`config.mk`:
```
export PLATFORM = sky130hd
export DESIGN_NAME = xc_uart_rx
export DESIGN_NICKNAME = d
export VERILOG_FILES = /design/src/rtl/xc_uart_pkg.sv /design/src/rtl/xc_byte_fifo.sv /design/src/rtl/xc_uart_rx.sv
export SDC_FILE = /design/constraint.sdc
export NUM_CORES = 1
export LEC_CHECK = 0
export CAP_MARGIN = 0
export CORE_ASPECT_RATIO = 0.6
export CORE_MARGIN = 2
export CORE_UTILIZATION = 40
export CTS_CLUSTER_SIZE = 10
export DETAILED_ROUTE_END_ITERATION = 8
export HOLD_SLACK_MARGIN = 0.1
export PLACE_DENSITY = 0.61
export SYNTH_ARGS = -nofsm -noshare
export SYNTH_HDL_FRONTEND = slang
export SYNTH_SLANG_ARGS = --single-unit
```
`constraint.sdc`:
```
create_clock -name clk -period 4.28 [get_ports clk]
set_input_delay 0.428 -clock clk [delete_from_list [all_inputs] [get_ports clk]]
set_output_delay 0.428 -clock clk [all_outputs]
set_load 0.02 [all_outputs]
```
`src/rtl/xc_uart_pkg.sv`:
```
// Shared UART definitions for the XC correlator host link: receiver FSM
// states, the bit-period helper and the frame data width.
package xc_uart_pkg;

    localparam int UART_DATA_BITS = 8;

    typedef enum logic [2:0] {
        IDLE  = 3'd0,
        START = 3'd1,
        DATA  = 3'd2,
        STOP  = 3'd3,
        BREAK = 3'd4
    } uart_rx_state_e;

    // Clock cycles per UART bit, rounded to the nearest integer.
    function automatic int bit_ticks(input int clk_hz, input int baud);
        return (clk_hz + baud / 2) / baud;
    endfunction

endpackage

```
`src/rtl/xc_byte_fifo.sv`:
```
// Small synchronous FIFO with a registered head output. One extra pointer
// bit tells full from empty. A push while full is only accepted when a pop
// frees a slot in the same cycle.
module xc_byte_fifo #(
    parameter int WIDTH = 8,
    parameter int DEPTH = 4
) (
    input  logic             clk,
    input  logic             reset,
    input  logic             push,
    input  logic [WIDTH-1:0] din,
    input  logic             pop,
    output logic [WIDTH-1:0] dout,
    output logic             empty,
    output logic             full
);

    localparam int ADDR_W = $clog2(DEPTH);
    localparam int PTR_W  = ADDR_W + 1;

    logic [WIDTH-1:0] mem_r [DEPTH];
    logic [PTR_W-1:0] wr_ptr_r;
    logic [PTR_W-1:0] rd_ptr_r;
    logic [PTR_W-1:0] wr_next_s;
    logic [PTR_W-1:0] rd_next_s;
    logic             empty_r;
    logic             full_r;
    logic [WIDTH-1:0] dout_r;
    logic             push_ok_s;
    logic             pop_ok_s;
    logic             empty_next_s;
    logic             full_next_s;
    logic             bypass_s;
    logic [WIDTH-1:0] head_next_s;

    // Next pointers, flags and the value that will sit at the head after this cycle.
    always_comb begin
        pop_ok_s     = pop & ~empty_r;
        push_ok_s    = push & (~full_r | pop_ok_s);
        wr_next_s    = wr_ptr_r + {{ADDR_W{1'b0}}, push_ok_s};
        rd_next_s    = rd_ptr_r + {{ADDR_W{1'b0}}, pop_ok_s};
        empty_next_s = (wr_next_s == rd_next_s);
        full_next_s  = (wr_next_s[ADDR_W] != rd_next_s[ADDR_W]) &&
                       (wr_next_s[ADDR_W-1:0] == rd_next_s[ADDR_W-1:0]);
        // The incoming byte becomes the head when it lands in the slot the
        // read pointer is about to point at (FIFO empty after any pop).
        bypass_s     = push_ok_s && (wr_ptr_r == rd_next_s);
        head_next_s  = bypass_s ? din : mem_r[rd_next_s[ADDR_W-1:0]];
    end

    // Storage array write port.
    always_ff @(posedge clk or posedge reset) begin
        if (reset) begin
            for (int i = 0; i < DEPTH; i++) begin
                mem_r[i] <= {WIDTH{1'b0}};
            end
        end else if (push_ok_s) begin
            mem_r[wr_ptr_r[ADDR_W-1:0]] <= din;
        end
    end

    // Pointers, status flags and the registered head byte.
    always_ff @(posedge clk or posedge reset) begin
        if (reset) begin
            wr_ptr_r <= {PTR_W{1'b0}};
            rd_ptr_r <= {PTR_W{1'b0}};
            empty_r  <= 1'b1;
            full_r   <= 1'b0;
            dout_r   <= {WIDTH{1'b0}};
        end else begin
            wr_ptr_r <= wr_next_s;
            rd_ptr_r <= rd_next_s;
            empty_r  <= empty_next_s;
            full_r   <= full_next_s;
            if (!empty_next_s) begin
                dout_r <= head_next_s;
            end else begin
                dout_r <= dout_r;
            end
        end
    end

    assign dout  = dout_r;
    assign empty = empty_r;
    assign full  = full_r;

endmodule

```
`src/rtl/xc_uart_rx.sv`:
```
// 8N1 UART receiver for host commands. Synchronises the RX pin, rejects
// short start-bit glitches, samples each bit near its middle, reports
// framing errors and overruns, and buffers bytes in a small FIFO that
// feeds a valid/ready consumer.
module xc_uart_rx
    import xc_uart_pkg::*;
#(
    parameter int CLK_FREQUENCY = 10000000,
    parameter int BAUD_RATE     = 57600,
    parameter int FIFO_DEPTH    = 4
) (
    input  logic       clk,
    input  logic       reset,
    input  logic       rx,
    output logic [7:0] out_data,
    output logic       out_valid,
    input  logic       out_ready,
    output logic       framing_error,
    output logic       overrun,
    output logic       busy
);

    localparam int BIT_TICKS  = bit_ticks(CLK_FREQUENCY, BAUD_RATE);
    localparam int HALF_TICKS = BIT_TICKS / 2;
    localparam int CNT_W      = $clog2(BIT_TICKS);
    localparam int IDX_W      = $clog2(UART_DATA_BITS);

    // The zero tick itself is the last cycle of a period, so a full bit
    // reloads one less than BIT_TICKS to keep the sample spacing exact.
    localparam logic [CNT_W-1:0] HALF_LOAD  = CNT_W'(HALF_TICKS);
    localparam logic [CNT_W-1:0] BIT_RELOAD = CNT_W'(BIT_TICKS - 1);
    localparam logic [CNT_W-1:0] CNT_ZERO   = {CNT_W{1'b0}};
    localparam logic [CNT_W-1:0] CNT_ONE    = CNT_W'(1);
    localparam logic [IDX_W-1:0] IDX_ZERO   = {IDX_W{1'b0}};
    localparam logic [IDX_W-1:0] IDX_ONE    = IDX_W'(1);
    localparam logic [IDX_W-1:0] IDX_LAST   = IDX_W'(UART_DATA_BITS - 1);

    logic                      rx_meta_r;
    logic                      rx_sync_r;
    logic                      rx_s;
    uart_rx_state_e            state_r;
    uart_rx_state_e            state_next_s;
    logic [CNT_W-1:0]          cnt_r;
    logic [CNT_W-1:0]          cnt_next_s;
    logic [IDX_W-1:0]          bit_idx_r;
    logic [IDX_W-1:0]          bit_idx_next_s;
    logic [UART_DATA_BITS-1:0] shift_r;
    logic [UART_DATA_BITS-1:0] shift_next_s;
    logic                      tick_s;
    logic                      push_s;
    logic                      fe_set_s;
    logic                      ov_set_s;
    logic                      fe_r;
    logic                      ov_r;
    logic                      busy_r;
    logic [UART_DATA_BITS-1:0] fifo_dout_s;
    logic                      fifo_empty_s;
    logic                      fifo_full_s;

    // Two-flop synchroniser for the asynchronous RX pin; idles high.
    always_ff @(posedge clk or posedge reset) begin
        if (reset) begin
            rx_meta_r <= 1'b1;
            rx_sync_r <= 1'b1;
        end else begin
            rx_meta_r <= rx;
            rx_sync_r <= rx_meta_r;
        end
    end

    assign rx_s = rx_sync_r;

    // Frame FSM: next state, bit timer, bit index, shift register and push.
    always_comb begin
        state_next_s   = state_r;
        cnt_next_s     = cnt_r;
        bit_idx_next_s = bit_idx_r;
        shift_next_s   = shift_r;
        push_s         = 1'b0;
        fe_set_s       = 1'b0;
        tick_s         = (cnt_r == CNT_ZERO);
        case (state_r)
            IDLE: begin
                if (!rx_s) begin
                    state_next_s = START;
                    cnt_next_s   = HALF_LOAD;
                end else begin
                    state_next_s = IDLE;
                end
            end
            START: begin
                if (tick_s) begin
                    if (rx_s) begin
                        // Line went back high before mid start bit: glitch.
                        state_next_s = IDLE;
                    end else begin
                        state_next_s   = DATA;
                        cnt_next_s     = BIT_RELOAD;
                        bit_idx_next_s = IDX_ZERO;
                    end
                end else begin
                    cnt_next_s = cnt_r - CNT_ONE;
                end
            end
            DATA: begin
                if (tick_s) begin
                    shift_next_s = {rx_s, shift_r[UART_DATA_BITS-1:1]};
                    cnt_next_s   = BIT_RELOAD;
                    if (bit_idx_r == IDX_LAST) begin
                        state_next_s = STOP;
                    end else begin
                        bit_idx_next_s = bit_idx_r + IDX_ONE;
                    end
                end else begin
                    cnt_next_s = cnt_r - CNT_ONE;
                end
            end
            STOP: begin
                if (tick_s) begin
                    if (rx_s) begin
                        // Back to IDLE at mid stop bit so the next start edge is caught.
                        push_s       = 1'b1;
                        state_next_s = IDLE;
                    end else begin
                        fe_set_s     = 1'b1;
                        state_next_s = BREAK;
                    end
                end else begin
                    cnt_next_s = cnt_r - CNT_ONE;
                end
            end
            BREAK: begin
                // A held-low line must not be decoded as a run of 0x00 frames.
                if (rx_s) begin
                    state_next_s = IDLE;
                end else begin
                    state_next_s = BREAK;
                end
            end
            default: begin
                state_next_s = IDLE;
            end
        endcase
    end

    // A completed byte is lost only when the FIFO is full and not draining this cycle.
    always_comb begin
        ov_set_s = push_s & fifo_full_s & ~out_ready;
    end

    // FSM state, timer, index and shift register.
    always_ff @(posedge clk or posedge reset) begin
        if (reset) begin
            state_r   <= IDLE;
            cnt_r     <= CNT_ZERO;
            bit_idx_r <= IDX_ZERO;
            shift_r   <= {UART_DATA_BITS{1'b0}};
        end else begin
            state_r   <= state_next_s;
            cnt_r     <= cnt_next_s;
            bit_idx_r <= bit_idx_next_s;
            shift_r   <= shift_next_s;
        end
    end

    // Registered status outputs; busy tracks the state being entered.
    always_ff @(posedge clk or posedge reset) begin
        if (reset) begin
            fe_r   <= 1'b0;
            ov_r   <= 1'b0;
            busy_r <= 1'b0;
        end else begin
            fe_r   <= fe_set_s;
            ov_r   <= ov_set_s;
            busy_r <= (state_next_s != IDLE);
        end
    end

    xc_byte_fifo #(
        .WIDTH(UART_DATA_BITS),
        .DEPTH(FIFO_DEPTH)
    ) u_fifo (
        .clk  (clk),
        .reset(reset),
        .push (push_s),
        .din  (shift_r),
        .pop  (out_ready),
        .dout (fifo_dout_s),
        .empty(fifo_empty_s),
        .full (fifo_full_s)
    );

    assign out_data      = fifo_dout_s;
    assign out_valid     = ~fifo_empty_s;
    assign framing_error = fe_r;
    assign overrun       = ov_r;
    assign busy          = busy_r;

endmodule
```
# Word level (Yosys, flattened, before mapping)

Cells that the tools add are included.
W data, S select, Z words.

Multiplexer cells: 32
$lt $le $gt $ge: 3
Eq/ne operators: 16
Bitwise gates (word level): 10
Reduce and logical (&&, ||, !) cells: 11
Add/subtract/negate cells: 4

Operators by type and width:

| kind                  | count |
|---|---|
| $mux W8               | 9 |
| $bwmux W32            | 1 |
| $pmux W8 S4           | 1 |
| $mux W3               | 9 |
| $bmux W8 S2           | 1 |
| $demux W8 S2          | 1 |
| $pmux W3 S5           | 1 |
| $ne A2 B2 Y1 const B  | 6 |
| $logic_not A8 Y1      | 1 |
| $sub A8 B1 Y8 const B | 1 |
| $mux W1               | 7 |
| $add A3 B1 Y3         | 2 |
| $eq A3 B2 Y1 const B  | 2 |
| $eq A3 B3 Y1          | 2 |
| $eq A3 B3 Y1 const B  | 2 |
| $ge A3 B3 Y1 const B  | 2 |
| $not A2 Y3            | 2 |
| $pmux W3 S2           | 1 |
| $reduce_and A5 Y1     | 1 |
| $and A1 B1 Y1         | 4 |
| $reduce_and A4 Y1     | 1 |
| $reduce_bool A4 Y1    | 1 |
| $add A3 B1 Y3 const B | 1 |
| $eq A3 B1 Y1 const B  | 1 |
| other kinds (12)      | 16 |

Output and inout port bits: 12
Word-level logic and storage cells: 94
Input port bits: 4
Bits in registers: 75

# Longest topological paths before layout

Depth after elaboration: 8
Depth in mapped cells: 14
Depth with buffers taken out: 11

# Modules after synthesis

From an unflattened synthesis, not the netlist that was laid out.

Cells, all modules: 303
Area total of the unflattened synthesis: 3746.1 µm²

By module, submodules not included:

| module       | instances | cells an instance | area an instance (µm²) | seq. area each (µm²) |
|---|---|---|---|---|
| xc_byte_fifo | 1         | 163               | 2285.9                 | 1202.4 |
| xc_uart_rx   | 1         | 140               | 1460.2                 | 678.2 |

# Least setup slack after synthesis

No wires, ideal clock.

Kind: flip-flop to flip-flop
Start: register cnt_r[0]
End: register u_fifo.dout_r[0], in the netlist u_fifo.dout[0]
Slack: 1.092 ns
Stages on the path, launching flop included: 15
Arrival time: 3.106 ns
Cells stage by stage: dfrtp_1 > inv_1 > ha_1 > or3b_2 > clkbuf_1 > or3_4 > buf_6 > clkbuf_1 > nor2_1 > ha_1 > ha_1 > xor2_1 > xor2_1 > nand3_1 > a31oi_1

Longest elaborated chain between the ends: 6
Elaborated cells on any way between the ends: 8
Those cells by class: add/sub (1); eq/ne (1); mux (3); bitwise (1); reduce/logical (2)

Ends and longest elaborated chain:

| what                    | RTL line           | text |
|---|---|---|
| start, declared         | xc_uart_rx.sv:43   | `logic [CNT_W-1:0] cnt_r;` |
| start signal, assigned  | xc_uart_rx.sv:160  | `cnt_r <= cnt_next_s;` |
| $logic_not A8 Y1        | xc_uart_rx.sv:81   | `tick_s = (cnt_r == CNT_ZERO);` |
| $mux W1                 | xc_uart_rx.sv:119  | `if (tick_s) begin` |
| $mux W1                 | xc_uart_rx.sv:82   | `case (state_r)` |
| $and A1 B1 Y1           | xc_byte_fifo.sv:39 | `push_ok_s = push & (~full_r \| pop_ok_s);` |
| $add A3 B1 Y3           | xc_byte_fifo.sv:40 | `wr_next_s = wr_ptr_r + {{ADDR_W{1'b0}}, push_ok_s};` |
| net u_fifo.wr_next_s[2] | xc_byte_fifo.sv:24 | `logic [PTR_W-1:0] wr_next_s;` |
| $eq A3 B3 Y1            | xc_byte_fifo.sv:42 | `empty_next_s = (wr_next_s == rd_next_s);` |
| end signal, assigned    | xc_byte_fifo.sv:69 | `dout_r <= {WIDTH{1'b0}};` |
| end signal, assigned    | xc_byte_fifo.sv:76 | `dout_r <= head_next_s;` |
| end signal, assigned    | xc_byte_fifo.sv:78 | `dout_r <= dout_r;` |
| end, declared           | xc_byte_fifo.sv:28 | `logic [WIDTH-1:0] dout_r;` |

The timed path passes the listed nets, and every way through them passes these cells.
A chain may end at the register's enable or synchronous reset.

# Final worst setup path

Start: register state_r[2]
End: register u_fifo.dout_r[0], in the netlist u_fifo.dout[0]

Longest elaborated chain between the ends: 5
Elaborated cells on any way between the ends: 7
Those cells by class: add/sub (1); eq/ne (2); mux (2); bitwise (1); reduce/logical (1)

Ends and longest elaborated chain:

| what                    | RTL line           | text |
|---|---|---|
| start, declared         | xc_uart_rx.sv:41   | `uart_rx_state_e state_r;` |
| start signal, assigned  | xc_uart_rx.sv:159  | `state_r <= state_next_s;` |
| $eq A3 B2 Y1            | xc_uart_rx.sv:82   |  |
| $mux W1                 | xc_uart_rx.sv:82   |  |
| $and A1 B1 Y1           | xc_byte_fifo.sv:39 |  |
| $add A3 B1 Y3           | xc_byte_fifo.sv:40 |  |
| net u_fifo.wr_next_s[2] | xc_byte_fifo.sv:24 |  |
| $eq A3 B3 Y1            | xc_byte_fifo.sv:42 |  |

The timed path passes the listed nets, and every way through them passes these cells.

==> flow_summary_export.csv <==
group,metric,value,unit
outcome,status,"finished, final reports clean",
layout,insertedDiodeCount,0,
power_and_ir_drop,p_per_area,469,mW/mm2
timing,fin_setup_tns,0,ns
synth,synth_cell_types,52,
synth,synth-seq-cells,75,
synth,synth-simple-area-share,0.107,
grt,grt_pass1_vias,2447,
route,drt-total-wl,8170,um
timing,fin_worst_skew,0.00848,ns
worst_setup_path,critPathMaxFanout,22,
clock_tree,cts_setup_buffers,0,
place,placed_cell_area,0.00394,mm2
layout,final_nets,326,
synth,syn-num-nets,310,
place,hpwlAfterDp,5530,um
synth,synth_compound_area_frac,0.104,
layout,final_cells,436,
power_and_ir_drop,clkPwrFrac,0.383,
grt,grt_pass1_wl,13700,um
floorplan,die_w,128,um
clock_tree,cts_tree,"yes",
layout,drive_above_1_share,0.213,
worst_setup_path,crit_chain,"nand3b_1, or3_4, nor2_1, ha_1, ha_1, xor2_1, xor2_1, nand3_1, a31oi_1",
route,firstDrtPassIters,5,
floorplan,rows,27,
timing,hold_viol,0,
timing,final_max_slew_viol_count,0,
clock_tree,cts_resized,0,
worst_setup_path,timing.rr.start,"state_r[2]",
worst_setup_path,critPathBufInv,0,
timing,setup-violations-final,0,
power_and_ir_drop,switchingPower,0.594,mW
synth,synth_edf_count,0,
clock_tree,insertion_delay,0.34,ns
grt,antenna_found_initial,0,
route,antenna_left,0,
floorplan,core_area,0.00905,mm2
synth,syn_area,0.00368,mm2
synth,synth_xor_xnor_area_share,0.0299,
grt,overflow,0,
clock_tree,cts_buffers,9,
floorplan,die_h,78.3,um
route,wl_per_cell,18.7,um
synth,synth_top_family_by_area,"multiplexers",
route,drc_errors,0,
synth,ys.flop_type,"dfrtp_1",
power_and_ir_drop,p_seq_frac,0.392,
worst_setup_path,crit_type,"flip-flop to flip-flop",
grt,grt_use_total,0.183,
synth,synth_adder_area_share,0.0238,
worst_setup_path,cp_slowest_cell,"dfrtp_1",
synth,ys_warn_count,0,
timing,max_freq,295,MHz
route,first_iter_violations,220,
power_and_ir_drop,swShare,0.299,
power_and_ir_drop,power,1.99,mW
synth,async_reset_ff_frac,1.00,
power_and_ir_drop,p_int,1.39,mW
synth,syn_avg_cell_area,12.3,um2
layout,fin_area,0.00424,mm2
worst_setup_path,critPathCaptureType,"flip-flop",
run,cap_violations,0,
synth,syn_inst,299,
worst_setup_path,cp_slowest_stage_delay,0.62,ns
power_and_ir_drop,p_leak,1.90,nW
place,dp.cells,420,
place,port_buffers,15,
worst_setup_path,cp_top_family,"simple AND/OR/NAND/NOR gates",
timing,worstMarginPinSlew,1.05,ns
clock_tree,cts_max_level,3,
hold_path,min_path_type,"flip-flop to flip-flop",
worst_setup_path,cp.arrival,3.64,ns
timing,period_share,0.792,
synth,synthMuxAreaShare,0.183,
timing,rsz0062_at_grt,"false",
power_and_ir_drop,ir_drop,0.198,mV
timing,slew_headroom,0.298,
route,vias_per_cell,5.60,
synth,ys_seq_area_frac,0.511,
hold_path,hp-start,"rx_meta_r",
clock_tree,clock-sinks,75,
floorplan,initial_core_util,0.406,
power_and_ir_drop,p_comb_frac,0.226,
grt,grt_max_degree,40,
worst_setup_path,critPathLaunch,"state_r[2]",
layout,area_delta_synth_final,15.2,%
layout,fillers,822,
route,vias,2443,
clock_tree,clk_pin_slew,0.06,ns
clock_tree,hold_buffers,0,
place,place_congestion,0.857,
timing,min_period,3.39,ns
worst_setup_path,cp-start-kind,"flip-flop",
clock_tree,clockBufferDepth,2,
floorplan,pin_count,16,
floorplan,fp.dieArea,0.0100,mm2
clock_tree,root_buffer,"clkbuf_16",
worst_setup_path,crit_required,4.52,ns
## power groups by stage
stage	Clock (mW)	Combinational, mW	Sequential [mW]
3_5_place_dp	0	0.453	0.791
6_report	0.760	0.449	0.779
3_3_place_gp	0	0.438	0.791
4_1_cts	0.782	0.454	0.779
5_1_grt	0.812	0.499	0.782
2_1_floorplan	0	0.299	0.802
## registers in the layout (all words and copies together) (netlist names)
| name | flops |
|---|---|
| u_fifo.dout | 8 |
| overrun | 1 |
| u_fifo.wr_ptr_r | 3 |
| rx_meta_r | 1 |
| cnt_r | 8 |
| shift_r | 8 |
| framing_error | 1 |
| busy | 1 |
| u_fifo.full | 1 |
| state_r | 3 |
| u_fifo.mem_r | 32 |
| u_fifo.empty | 1 |
| u_fifo.rd_ptr_r | 3 |
| bit_idx_r | 3 |
| rx_s | 1 |
## placed cells by master (no fill, tap or decap), types with 7 or more instances in the layout
master and instances:
dfrtp_1 72, mux2_2 29, inv_1 23, clkdlybuf4s50_1 15, or4_1 12, nor2_1 12
mux2i_1 12, nor3_1 10, a31oi_1 10, o31ai_1 9, clkbuf_16 9, mux4_2 8
nand2_1 7, xnor2_1 7, a21oi_1 7, ha_1 7
## logic make-up after synthesis
logic type	count (synthesis)
adders and majority gates	7
buffers and inverters	38
muxes	53
AOI/OAI and AO/OA	54
DFF	75
xor gates and xnor gates	11
and+or+nand+nor	61
## Yosys cell counts, types with 2 or more instances
cell type	count	area, um2
mux2_2	29	327
a2111oi_0	2	17.5
o21ai_0	5	25.0
a41oi_1	2	17.5
o31ai_1	9	67.6
or2_2	2	12.5
nor2_1	12	45.0
dfrtp_1	72	1800
a21oi_1	7	35.0
xnor2_1	7	61.3
nand2_1	7	26.3
o21a_1	3	22.5
a31oi_1	10	62.6
clkbuf_1	10	37.5
nor4_4	3	63.8
mux2_1	4	45.0
mux4_2	8	180
mux2i_1	12	120
nand3_1	4	20.0
inv_1	24	90.1
or4_1	12	90.1
buf_2	3	15.0
ha_1	7	87.6
dfstp_2	3	78.8
nor4_1	3	18.8
a221oi_1	2	17.5
nor3_1	10	50.1
xor2_1	3	26.3
## layout make-up
| cell class | instances | area [um2] | area share |
|---|---|---|---|
| clock buffers | 12 | 246 | 0.0582 |
| repair buffers | 19 | 180 | 0.0425 |
| flip-flops and latches | 75 | 1880 | 0.444 |
| multi-input cells | 186 | 1650 | 0.388 |
| well taps | 116 | 145 | 0.0342 |
| inverters | 24 | 90.1 | 0.0213 |
| clock inverters | 4 | 50.0 | 0.0118 |
## path summary, 6_finish.rpt
| path | end | slack, ns | cells after the start |
|---|---|---|---|
| min in group asynchronous | shift_r[6] | 0.55 | 2 |
| max in group asynchronous | u_fifo.dout[2] | 2.73 | 3 |
| worst max register to register | u_fifo.dout[0] | 0.89 | 9 |
| worst min register to register | rx_s | 0.36 | 0 |
| worst max-delay path | u_fifo.dout[0] | 0.89 | 9 |
| worst min-delay path | rx_s | 0.36 | 0 |
## through the flow
stage	setup WS (ns)	utilization	hold WS [ns]
floorplan	1.09	-	0.345
global placement	0.953	0.435	0.347
finish	0.888	0.468	0.359
global route	0.584	0.468	0.366
detailed placement	0.699	0.435	0.354
CTS	0.940	0.468	0.362
## layer usage
| metal | vias to the layer above | GRT usage | routed length (um) |
|---|---|---|---|
| li1 | 1151 | - | - |
| met1 | 1223 | 0.300 | 4480 |
| met2 | 65 | 0.225 | 3230 |
| met3 | 4 | 0.0613 | 423 |
| met4 | 0 | 0.0385 | 37 |
| met5 | - | 0 | 0 |
(Power assumes the default switching activity.)
